File: src/rtl/clk_div_delay_tune.sv
// rtl/clk_div_delay_tune.sv - per-channel delay-line tap tuning and bit-slip sequencer
module clk_div_delay_tune #(
    parameter int NUM_CH     = 2,
    parameter int TAP_W      = 8,
    parameter int SLIP_W     = 3,
    parameter int SETTLE_CYC = 4
) (
    input  logic                     CLK,
    input  logic                     RST_N,
    input  logic                     START,
    input  logic [NUM_CH*TAP_W-1:0]  TARGET_TAP,
    input  logic [NUM_CH*SLIP_W-1:0] SLIP_CNT,
    input  logic [NUM_CH-1:0]        DELAY_LINE_OUT_OF_RANGE,
    output logic [NUM_CH-1:0]        DELAY_LINE_LOAD,
    output logic [NUM_CH-1:0]        DELAY_LINE_MOVE,
    output logic [NUM_CH-1:0]        DELAY_LINE_DIR,
    output logic [NUM_CH-1:0]        BIT_SLIP,
    output logic [NUM_CH*TAP_W-1:0]  CUR_TAP,
    output logic                     BUSY,
    output logic                     DONE,
    output logic [NUM_CH-1:0]        ERR
);

    localparam int CH_W = (NUM_CH > 1) ? $clog2(NUM_CH) : 1;

    typedef enum logic [2:0] {
        S_IDLE, S_LOAD, S_SETTLE, S_MOVE, S_SLIP, S_NEXT, S_FINISH
    } state_t;

    state_t                    state_q, state_d;
    logic [CH_W-1:0]           ch_q, ch_d;
    logic [3:0]                cnt_q, cnt_d;
    logic                      after_move_q, after_move_d;
    logic [NUM_CH*TAP_W-1:0]   target_q, target_d;
    logic [NUM_CH*SLIP_W-1:0]  slips_q, slips_d;
    logic [NUM_CH*TAP_W-1:0]   cur_tap_q, cur_tap_d;
    logic [NUM_CH-1:0]         err_q, err_d;
    logic [NUM_CH-1:0]         load_q, load_d;
    logic [NUM_CH-1:0]         move_q, move_d;
    logic [NUM_CH-1:0]         slip_q, slip_d;
    logic [NUM_CH-1:0]         dir_q, dir_d;
    logic                      busy_q, busy_d;
    logic                      done_q, done_d;

    // Current-channel views used by the sequencing decisions
    logic [NUM_CH-1:0]         ch_oh;
    logic [NUM_CH-1:0]         nxt_oh;
    logic [TAP_W-1:0]          cur_tgt;
    logic [TAP_W-1:0]          cur_tap;
    logic [SLIP_W-1:0]         cur_slip;
    logic                      cur_err;
    logic                      cur_oor;
    logic                      err_now;

    // Extract the selected channel's target, tap, slips and range flag
    always_comb begin
        ch_oh    = '0;
        cur_tgt  = '0;
        cur_tap  = '0;
        cur_slip = '0;
        cur_err  = 1'b0;
        cur_oor  = 1'b0;
        for (int n = 0; n < NUM_CH; n++) begin
            if (ch_q == CH_W'(n)) begin
                ch_oh[n] = 1'b1;
                cur_tgt  = target_q[n*TAP_W +: TAP_W];
                cur_tap  = cur_tap_q[n*TAP_W +: TAP_W];
                cur_slip = slips_q[n*SLIP_W +: SLIP_W];
                cur_err  = err_q[n];
                cur_oor  = DELAY_LINE_OUT_OF_RANGE[n];
            end
        end
        // A range violation seen on the deciding cycle must already block the next move
        err_now = cur_err | (after_move_q & cur_oor);
    end

    // Next-state, datapath updates and next values of the registered outputs
    always_comb begin
        state_d      = state_q;
        ch_d         = ch_q;
        cnt_d        = cnt_q;
        after_move_d = after_move_q;
        target_d     = target_q;
        slips_d      = slips_q;
        cur_tap_d    = cur_tap_q;
        err_d        = err_q;

        case (state_q)
            S_IDLE: begin
                if (START) begin
                    target_d  = TARGET_TAP;
                    slips_d   = SLIP_CNT;
                    cur_tap_d = '0;
                    err_d     = '0;
                    ch_d      = '0;
                    state_d   = S_LOAD;
                end
            end
            S_LOAD: begin
                cnt_d        = '0;
                after_move_d = 1'b0;
                state_d      = S_SETTLE;
            end
            S_SETTLE: begin
                if (after_move_q && cur_oor) begin
                    err_d = err_q | ch_oh;
                end
                cnt_d = cnt_q + 4'd1;
                if (cnt_q == 4'(SETTLE_CYC - 1)) begin
                    cnt_d        = '0;
                    after_move_d = 1'b0;
                    if ((cur_tap < cur_tgt) && !err_now) begin
                        state_d = S_MOVE;
                    end else if (cur_slip != '0) begin
                        state_d = S_SLIP;
                    end else begin
                        state_d = S_NEXT;
                    end
                end
            end
            S_MOVE: begin
                for (int n = 0; n < NUM_CH; n++) begin
                    if (ch_oh[n] && (cur_tap_q[n*TAP_W +: TAP_W] != {TAP_W{1'b1}})) begin
                        cur_tap_d[n*TAP_W +: TAP_W] = cur_tap_q[n*TAP_W +: TAP_W] + TAP_W'(1);
                    end
                end
                after_move_d = 1'b1;
                cnt_d        = '0;
                state_d      = S_SETTLE;
            end
            S_SLIP: begin
                for (int n = 0; n < NUM_CH; n++) begin
                    if (ch_oh[n] && (slips_q[n*SLIP_W +: SLIP_W] != '0)) begin
                        slips_d[n*SLIP_W +: SLIP_W] = slips_q[n*SLIP_W +: SLIP_W] - SLIP_W'(1);
                    end
                end
                after_move_d = 1'b0;
                cnt_d        = '0;
                state_d      = S_SETTLE;
            end
            S_NEXT: begin
                cnt_d        = '0;
                after_move_d = 1'b0;
                if (ch_q == CH_W'(NUM_CH - 1)) begin
                    state_d = S_FINISH;
                end else begin
                    ch_d    = ch_q + CH_W'(1);
                    state_d = S_SETTLE;
                end
            end
            S_FINISH: begin
                state_d = S_IDLE;
            end
            default: begin
                state_d = S_IDLE;
            end
        endcase

        nxt_oh = '0;
        for (int n = 0; n < NUM_CH; n++) begin
            nxt_oh[n] = (ch_d == CH_W'(n));
        end

        // Outputs are registered from the next state so they line up with it
        load_d = (state_d == S_LOAD) ? {NUM_CH{1'b1}} : '0;
        move_d = (state_d == S_MOVE) ? nxt_oh : '0;
        slip_d = (state_d == S_SLIP) ? nxt_oh : '0;
        busy_d = (state_d != S_IDLE);
        dir_d  = busy_d ? nxt_oh : '0;
        done_d = (state_d == S_FINISH);
    end

    // State, datapath and output registers with asynchronous clear
    always_ff @(posedge CLK or negedge RST_N) begin
        if (!RST_N) begin
            state_q      <= S_IDLE;
            ch_q         <= '0;
            cnt_q        <= '0;
            after_move_q <= 1'b0;
            target_q     <= '0;
            slips_q      <= '0;
            cur_tap_q    <= '0;
            err_q        <= '0;
            load_q       <= '0;
            move_q       <= '0;
            slip_q       <= '0;
            dir_q        <= '0;
            busy_q       <= 1'b0;
            done_q       <= 1'b0;
        end else begin
            state_q      <= state_d;
            ch_q         <= ch_d;
            cnt_q        <= cnt_d;
            after_move_q <= after_move_d;
            target_q     <= target_d;
            slips_q      <= slips_d;
            cur_tap_q    <= cur_tap_d;
            err_q        <= err_d;
            load_q       <= load_d;
            move_q       <= move_d;
            slip_q       <= slip_d;
            dir_q        <= dir_d;
            busy_q       <= busy_d;
            done_q       <= done_d;
        end
    end

    assign DELAY_LINE_LOAD = load_q;
    assign DELAY_LINE_MOVE = move_q;
    assign DELAY_LINE_DIR  = dir_q;
    assign BIT_SLIP        = slip_q;
    assign CUR_TAP         = cur_tap_q;
    assign ERR             = err_q;
    assign BUSY            = busy_q;
    assign DONE            = done_q;

endmodule

File: config.mk
export PLATFORM = sky130hd
export DESIGN_NAME = clk_div_delay_tune
export DESIGN_NICKNAME = d
export VERILOG_FILES = /design/src/rtl/clk_div_delay_tune.sv
export SDC_FILE = /design/constraint.sdc
export NUM_CORES = 1
export LEC_CHECK = 0
export BUFFER_PORTS_ARGS = -buffer_cell sky130_fd_sc_hd__buf_2
export CORE_MARGIN = 4
export CORE_UTILIZATION = 40
export CTS_CLUSTER_DIAMETER = 40
export DETAILED_ROUTE_END_ITERATION = 16
export PLACE_DENSITY_LB_ADDON = 0.15
export SLEW_MARGIN = 20
export SYNTH_ARGS = -nofsm -noshare
export SYNTH_HDL_FRONTEND = slang
export SYNTH_SLANG_ARGS = --single-unit
export TNS_END_PERCENT = 1
File: constraint.sdc
create_clock -name CLK -period 3.6 [get_ports CLK]
set_clock_uncertainty 0.05 [all_clocks]
set_input_delay 0.72 -clock CLK [delete_from_list [all_inputs] [get_ports CLK]]
set_output_delay 0.72 -clock CLK [all_outputs]
set_load 0.02 [all_outputs]
Word level (Yosys, flattened, before mapping) --
Cells that the tools add are included.
Storage, ports and cells: bits in read-only memories 0, output and inout port bits 28, bits in registers 59, logic and storage cells 108, memories 0, input bits 27, latch bits 0, bits in writable memories 0
Cells by class: reductions and logical operators 27, order comparisons 1, equality and inequality tests 19, divide/modulo/power cells 0, add/subtract/negate cells 6, muxes and demuxes 35, bitwise logic cells 4, $mul 0, shift-type cells 0
Operator list (number):
- 2-to-1 mux 8 bit | 4
- one-hot mux 16 bit (2 select lines) | 1
- 2-to-1 mux 3 bit | 7
- adder 8 x 1 -> 8 bit (second input constant) | 2
- 2-to-1 mux 16 bit | 1
- != test 8 bit (second input constant) | 2
- AND reduction 3 bit | 5
- nonzero test 3 bit | 5
- != test 2 bit (second input constant) | 7
- equality test 3 bit (second input constant) | 4
- 2-to-1 mux 2 bit | 6
- one-hot mux 3 bit (4 select lines) | 1
- one-hot mux 6 bit (2 select lines) | 1
- equality test 3 x 2 -> 1 bit (second input constant) | 3
- < comparator 8 bit | 1
- 2-to-1 mux 1 bit | 8
- one-hot mux 4 bit (2 select lines) | 1
- nonzero test 2 bit | 4
- equality test 3 x 1 -> 1 bit (second input constant) | 2
- logical AND 1 bit | 6
- 2-to-1 mux 6 bit | 1
- OR reduction 3 bit | 2
- subtractor 3 x 1 -> 3 bit (second input constant) | 2
- adder 4 x 1 -> 4 bit (second input constant) | 1
- other kinds (14) | 15

Longest topological paths before layout --
Gate-level depths: netlist of run 1.
depth in word-level cells 10, depth in mapped cells 11, gate-level depth less buffers 8

Least setup slack after synthesis of run 1 --
OpenSTA, ideal clock, no wires.
path kind flip-flop to flip-flop, start reg ch_q, end reg move_q[1] (netlist: DELAY_LINE_MOVE[1]), path buffers 3, period minus slack after synthesis 2.453 ns, path slack 1.147 ns, arrival 2.337 ns, cell stages (with the launch flop) 11, library setup time 0.067 ns, required time 3.483 ns, cell sequence dfrtp_1 > buf_2 > buf_2 > buf_2 > mux2i_1 > ha_1 > a21oi_1 > nand2_1 > a221o_1 > a21oi_1 > and3_1
Between the ends: word-level cells in the longest chain between the ends 10, elaborated cells on any way between the ends 22, classes of those cells add/sub (1); order compare (1); eq/ne (1); mux (14); bitwise (2); reduce/logical (3)
Ends and longest elaborated chain:
- from (decl) | line 31 | logic [CH_W-1:0] ch_q, ch_d;
- from (signal assigned) | line 192 | ch_q <= ch_d;
- branches (longest 9 deep; another with < comparator 8 bit)
- 2-to-1 mux 2 bit (*) | line 166 | move_d = (state_d == S_MOVE) ? nxt_oh : '0;
- net move_d[1] | line 39 | logic [NUM_CH-1:0] move_q, move_d;
- to (signal assigned) | line 200 | move_q <= move_d;
- to (decl) | line 39
Mark *: on every way through the listed nets, which the timed path passes. A chain may end at the register's enable or synchronous reset.

Worst setup path in the final report of run 1 --
Same ends and word-level chain as after synthesis.

==> run summary, run 1 <==
55 I/O pins were placed. The deepest clock path buffer count came out at 2. The die area was 8990 µm²; the total wire length was 6640 µm. Setup repair after global routing left no endpoint under its margin. The final route contains 2409 vias.

By count the netlist is led by nand2_1 (69), dfrtp_1 (58), nor2_1 (22), nand3_1 (18), ha_1 (14). Flop and latch count out of synthesis: 58. The run finished with clean final reports.

The first global-routing pass estimated 10900 µm of wire. The run gives 0.785 as the global placer's final weighted congestion. The filler cells instantiated in the layout total 727. The maximum level of the CTS H-tree was 3.

The total overflow left after global routing is 0. The sequential fraction of the synthesis area came out at 0.482. The run gives 9 as the number of clock buffers inserted by TritonCTS. The share of the synthesized area in the top cell type came out at 0.482. The terminus of the critical flop-to-flop path was DELAY_LINE_MOVE[1]. Yosys attributes the largest share of cell area to dfrtp_1 (48%), nand2_1 (8.6%), ha_1 (5.8%). Across all register-to-register paths, the minimum setup slack is 1.10 ns.

The count of max-cap constraint violations is 0, and the count of flip-flops with a built-in enable after synthesis is 0. In this run the power spent charging and discharging nets is 948 µW. The count of buffers from port buffering is 54.

At the pin with the least slew margin, the transition time is 0.664 ns. For the starting density of the core, the log shows 0.413. The share of the clock period used by the worst path is 0.693, and the number of antenna violations at the first check in global routing is 0.

Walking the worst path, the cells encountered are buf_4, mux2i_1, ha_1, a31oi_1, o21ai_0, a21oi_1, and3_1. The die outline width was 94.8 µm; the total global-route track usage was 0.157. Kind of start point of the critical path: a flop.

After detailed routing, the number of vias per cell comes to 5.06. Data arrives at the worst endpoint at 2.72 ns. The largest fanout of any net on the critical path works out to 17. In this run the post-CTS setup repair buffer count came out at 0. For the worst voltage drop across the vdd grid, the log shows 287 µV. The headroom to the max-slew limit was 0.552; the wire length per cell was 13.9 µm. Clock root buffer master: clkbuf_8. After clock tree synthesis, the clock-pin slew on the worst setup and hold paths is 0.07 ns. The power share of the clock group was 0.284. The worst setup path is of the reg2reg kind. The count of unique library cells instantiated by Yosys came out at 48.

After clock tree synthesis, the flow added hold-fix buffers numbering 0. The library cell occupying the most area in the post-synthesis netlist was dfrtp_1. In the final timing run, aggregate negative setup slack is 0 ns.

The logs give 0 for the count of warnings emitted by yosys and 0.00182 µW for the static leakage. The max-slew violation count is 0, and the logic gate share of total power is 0.324. The tools report the number of nets in the final layout as 413. Setup violations remaining at the end of the flow were counted as 0. The floorplan has 31 rows. In this run the cell area of the synthesized design comes to 3010 µm². The number of cells traversed by the worst register-to-register path works out to 7.

The largest individual stage delay along the critical path comes from the cell dfrtp_1. Detailed placer's ending HPWL: 4730 µm. The worst setup path is captured at a flop. After detailed routing, the number of remaining DRC violations is 0. The run gives 4 as the total iterations of the first detailed-routing run. The CTS sink count came out at 58.

The later pin in the worst-skew pair is clocked with a latency of 0.33 ns. For the placeable core region, the log shows 7290 µm². Once the clock tree was built, the resizer swapped 0 gates to a different size. The die is 94.8 µm tall. The number of antenna diodes in the final layout is 0. In the synthesized netlist the dominant register cell turns out to be dfrtp_1. Cell internal power was estimated by the tool at 1710 µW.

Synthesis produced a netlist with a net count of 360. Source of the worst register-to-register timing path: ch_q. The share of final-layout standard cells stronger than drive strength 1 was 0.233. For this block, the initial DRC count from the detailed router was 111. Cell with the most instances after synthesis: nand2_1. Summing all flip-flop and latch instances after layout gives 1450 µm². The register share of total power was 0.391; the number of endpoints with negative hold slack in the final report was 0. Entering global routing, the biggest net connects 51 pins.

At the worst endpoint, the required time is 3.82 ns. The proportion of total power due to net switching works out to 0.357. The tightest hold path in the finished design has a slack of 0.348 ns.

A synthesized cell averages 9.45 µm². Compared with the post-synthesis result, the final layout area differs by 19.7%. The minimum period implied by the final worst setup slack was 2.50 ns.

The logs give 0 for the number of nets still failing antenna checks after routing and 2224 for the number of global-route vias before repair. In this design, the stage delay of the slowest critical-path cell is 0.66 ns. Dividing total power by cell area gives a power density of 736 nW/µm². Class of the most critical hold timing path: in2async. The fraction of registers with async set/reset was 1.00; the achievable frequency was 401 MHz. Combined area of the multi-input logic cells: 1440 µm².

TritonCTS built the clock tree. Synthesis produced a netlist whose cell count is 319.
[final cells by class]
type,count,area share
clock buffer,11,0.0420
clock inverter,5,0.0277
inverter,11,0.0114
multi-input combinational,234,0.398
sequential,58,0.402
tap,99,0.0343
timing repair buffer,58,0.0839
[metal layers]
layer,vias to the layer above,GRT usage,part of all wire
met3,6,0.0359,0.052
li1,1219,-,-
met2,59,0.228,0.44
met5,-,0,0
met4,0,0.0541,0.011
met1,1125,0.227,0.50
[sequential cells by signal, summed over array words and instances (netlist names)]
name / cells
state_q: 3
after_move_q: 1
slips_q: 6
DONE: 1
ERR: 2
DELAY_LINE_LOAD: 1
BIT_SLIP: 2
DELAY_LINE_MOVE: 2
cnt_q: 4
BUSY: 1
DELAY_LINE_DIR: 2
CUR_TAP: 16
ch_q: 1
target_q: 16
[critical path, delay by kind of cell, from the launching register on]
kind	cells	cell delay, ns
AOI/OAI and AO/OA	3	0.64
adders and majority gates	1	0.26
buffers and inverters	1	0.34
DFF	1	0.66
muxes	1	0.27
and+or+nand+nor	1	0.21
[placed cells by master (no fill, tap or decap), types with 2 or more instances in the layout]
master | synthesis | routed
o31ai_1 | 3 | 3
and3_1 | 7 | 7
nor3b_1 | 3 | 3
nor2_1 | 22 | 22
a211oi_1 | 4 | 4
nand4_1 | 3 | 3
ha_1 | 14 | 14
and4_1 | 2 | 2
mux2_2 | 8 | 8
mux2i_1 | 9 | 9
nor3_1 | 5 | 5
nand2_1 | 69 | 69
clkinv_2 | 0 | 2
buf_2 | 5 | 53
o21ai_0 | 12 | 12
a21o_1 | 4 | 4
a31oi_1 | 4 | 4
nor4_1 | 2 | 2
nand3_1 | 18 | 18
bufinv_16 | 0 | 3
a21oi_1 | 13 | 13
xnor2_1 | 2 | 2
dfrtp_1 | 58 | 58
xor2_1 | 5 | 5
buf_4 | 5 | 5
nand3b_1 | 2 | 2
clkbuf_8 | 0 | 11
a22o_1 | 3 | 3
o21a_1 | 2 | 2
inv_1 | 10 | 10
[per-stage QoR]
step	util	total power (µW)	setup slack, ns	instance area, µm²	cells
floorplan	-	1670	1.15	3010	319
global placement	0.460	1890	1.15	3350	460
detailed placement	0.460	1920	1.10	3360	460
CTS	0.495	2680	1.09	3610	476
global route	0.495	2860	0.925	3610	476
finish	0.495	2650	1.10	3610	476
[worst max path at each step]
stage	startpoint	end	depth (start not counted)
floorplan	ch_q	DELAY_LINE_MOVE[1]	10
global placement	ch_q	DELAY_LINE_MOVE[1]	7
detailed placement	ch_q	DELAY_LINE_MOVE[1]	7
CTS	ch_q	DELAY_LINE_MOVE[1]	7
global route	ch_q	BIT_SLIP[1]	7
finish	ch_q	DELAY_LINE_MOVE[1]	7
[power by group through the flow]
stage,sequential [µW],combinational [µW],clock [µW]
2_1_floorplan,1030,642,0
3_3_place_gp,1050,844,0
3_5_place_dp,1050,869,0
4_1_cts,1040,873,768
5_1_grt,1070,991,796
6_report,1040,861,755
[cell families after synthesis]
logic type / count (synthesis) / share of synthesized area
AND/OR/NAND/NOR: 143 / 0.224
flip-flops: 58 / 0.482
AO/OA/AOI/OAI: 53 / 0.114
buffers and inverters: 27 / 0.0419
multiplexers: 17 / 0.0598
adder cells (fa/ha/maj): 14 / 0.0581
XOR/XNOR: 7 / 0.0203
Note: power is estimated with default switching activity, not from simulation.
==> run 2, diff against run 1 <==
- clock period: 3.6 -> 2.15 ns (I/O delays scaled with it)
==> run summary, run 2 (synthesis gave the netlist of run 1 again) <==
The flow ran to the end, but the final reports show violations. The checks that failed: negative setup slack. The count of buffers from port buffering came out at 54.

The proportion of total power due to net switching came out at 0.382. Setup repair after global routing could not meet its margin everywhere. The number of buffers and inverters on the critical path is 1, and the CTS sink count is 58. The sequential cells in the finished layout cover a total of 1450 µm². The starting density of the core is 0.413. From left edge to right edge, the die measures 94.8 µm. For this block, the initial DRC count from the detailed router was 117.

The headroom to the max-slew limit was 0.708. After detailed routing, the wire length on met1 is 3400 µm. The worst setup path is captured at a flop. The run gives 0.00188 µW as the static leakage. Number of global-route vias before repair: 2447.

For the post-route DRC violation count, the log shows 0. The tools report the post-route cell area as 3740 µm². The number of nets still failing antenna checks after routing was 0; the switching power was 1620 µW. The cell family contributing the most delay on the critical path was compound AO/OA/AOI/OAI gates. The H-tree was split into 3 levels. The number of endpoints with negative hold slack in the final report is 0, and the number of placement rows is 31. The final critical-path setup slack is -0.00971 ns, and the register share of total power is 0.395. The floorplan step defined a die boundary enclosing 8990 µm².

For the worst-skew pair, the clock arrives at the later sink with an insertion delay of 0.33 ns. The tools report the detailed placer's ending HPWL as 5010 µm. The library cell used most frequently in the layout, excluding fill and tap cells, is nand2_1.

The deepest clock path buffer count is 2. Summing over every cut layer, the via total after detailed routing is 2457. The total internal power is 2620 µW, and the total number of cells along the worst setup path is 8.

After detailed routing, the average wire length per cell comes to 13.8 µm. The global-route wire length before repair is 11500 µm. TritonCTS built the clock tree. The count of max-cap constraint violations is 0, and the share of final-layout standard cells stronger than drive strength 1 is 0.286. In this run the cell area measured after placement is 3480 µm².

At the worst endpoint, the arrival time is 2.33 ns. For this design the ratio of total power to cell area is 1140 nW/µm². Class of the most critical hold timing path: in2async. The endpoint identified for the worst register-to-register timing path is state_q[2]. Data on the critical path is required at its endpoint by 2.32 ns.

The final count of negative-setup-slack endpoints is 1, and the logic gate share of total power is 0.399. The slowest stage of the critical path is the dfrtp_2 cell. Along the worst path, the maximum fanout reaches 5. The met3 wire length was 315 µm. The share of the clock period used by the worst path is 1.00.

The peak per-stage delay on the critical path works out to 0.44 ns. The worst-case IR drop observed on VDD is 471 µV. The actual slew at the worst max-slew pin came out at 0.435 ns.

In this run the worst setup path terminates at state_q[2]. STA classifies the critical path startpoint as a flop. In this run the worst setup path begins at ch_q. The run gives 0.206 as the power share of the clock group. The height of the die works out to 94.8 µm.

Traced cell by cell, the critical path runs through buf_6, mux2_4, ha_4, nand3_1, nand2_1, a221o_1, a21o_1, a21o_1. The worst register-to-register path has a depth of 8. The run gives 2960 µm as the detailed-routed wire length on met2. For the number of nets in the final layout, the log shows 429.

The number of filler instances in the final layout is 741. The number of antenna diodes in the final layout is 0. Entering global routing, the biggest net connects 59 pins. 55 I/O pins were placed. The area growth from synthesis to layout was 24.1%. The clock root buffer master is clkbuf_8. The critical path is of the reg2reg type. Leaving out filler cells and counting taps, the final layout contains 491. For this run the aggregate overflow at the end of global routing stands at 0. For the finished layout, the period the worst path requires is 2.16 ns. For this run, the detailed router's first-pass iteration total came to 4. The core region is 7290 µm². The routed design has 6770 µm of wire.

The logs give 9 for the number of clock buffers inserted by TritonCTS and -0.01 ns for the reg2reg setup slack. In this run the top signal layer used is met4. The number of antenna violations at the first check in global routing is 0.

Leaving out fill and tap cells, the most frequent cells in the layout are nand2_1 (69), dfrtp_1 (57), buf_2 (54). For the achievable frequency, the log shows 463 MHz. Max-slew violation count: 0. In the final layout, the multi-input gates occupy 1510 µm². Using the TritonRoute via totals, the vias-per-cell ratio works out to 5.00. The cell that appears most often on the critical path is a21o_1. After clock tree synthesis, the clock-pin slew on the worst setup and hold paths is 0.07 ns. The total global-route track usage came out at 0.164. The placed cell count is 475.

The congestion estimate from routability-driven global placement came to 0.782. In this run the critical register-to-register path is launched from ch_q.
## run 2: changes by cell type in the layout (fill, tap and decap cells not counted), sizes merged
| cell | before | now |
|---|---|---|
| clkinv | 2 | 3 |
| buf | 58 | 74 |
| clkbuf | 11 | 12 |
| bufinv | 3 | 0 |
## run 2: metrics by stage
stage | hold WS [ns] | TNS (ns) | setup WS [ns] | util | total power [µW]
floorplan | 0.0844 | -0.0679 | -0.0369 | - | 2810
global placement | 0.408 | 0 | 0.0349 | 0.478 | 3280
detailed placement | 0.409 | -0.112 | -0.0439 | 0.478 | 3320
CTS | 0.0513 | 0 | 0.0127 | 0.501 | 4210
global route | 0.0515 | -0.369 | -0.0940 | 0.513 | 4620
finish | 0.0218 | -0.00971 | -0.00971 | 0.513 | 4250
## run 2: power by group through the flow
| stage | Clock [µW] | Combinational [µW] | Sequential [µW] |
|---|---|---|---|
| 2_1_floorplan | 0 | 1090 | 1730 |
| 3_3_place_gp | 0 | 1590 | 1690 |
| 3_5_place_dp | 0 | 1630 | 1690 |
| 4_1_cts | 902 | 1640 | 1670 |
| 5_1_grt | 952 | 1940 | 1730 |
| 6_report | 877 | 1690 | 1680 |
## run 2: worst min path at each step
stage / endpoint / slack [ns] / cells after the start
after global placement: CUR_TAP[15] / 0.41 / 2
after floorplan: BIT_SLIP[0] / 0.08 / 0
after detailed placement: CUR_TAP[11] / 0.41 / 2
after global routing: CUR_TAP[11] / 0.05 / 2
after CTS: CUR_TAP[11] / 0.05 / 2
final: CUR_TAP[11] / 0.02 / 2
## run 2: repair_timing
action,in CTS,in global routing
setup buffers,0,1
pin swaps,0,5
endpoints found under the setup margin,5,7
gates resized for setup,2,14
hold buffers,0,0
endpoints found under the hold margin,0,0
## run 2: area by class of cell
cell class,count,area share
sequential,58,0.388
multi-input combinational,234,0.404
timing repair buffer,74,0.118
tap,99,0.0331
clock inverter,3,0.00401
inverter,11,0.0110
clock buffer,12,0.0415
## run 2: layer usage
layer	track usage	vias to the layer above
met4	0.0577	0
met5	0	-
met1	0.228	1145
met2	0.252	53
met3	0.0375	8
li1	-	1251
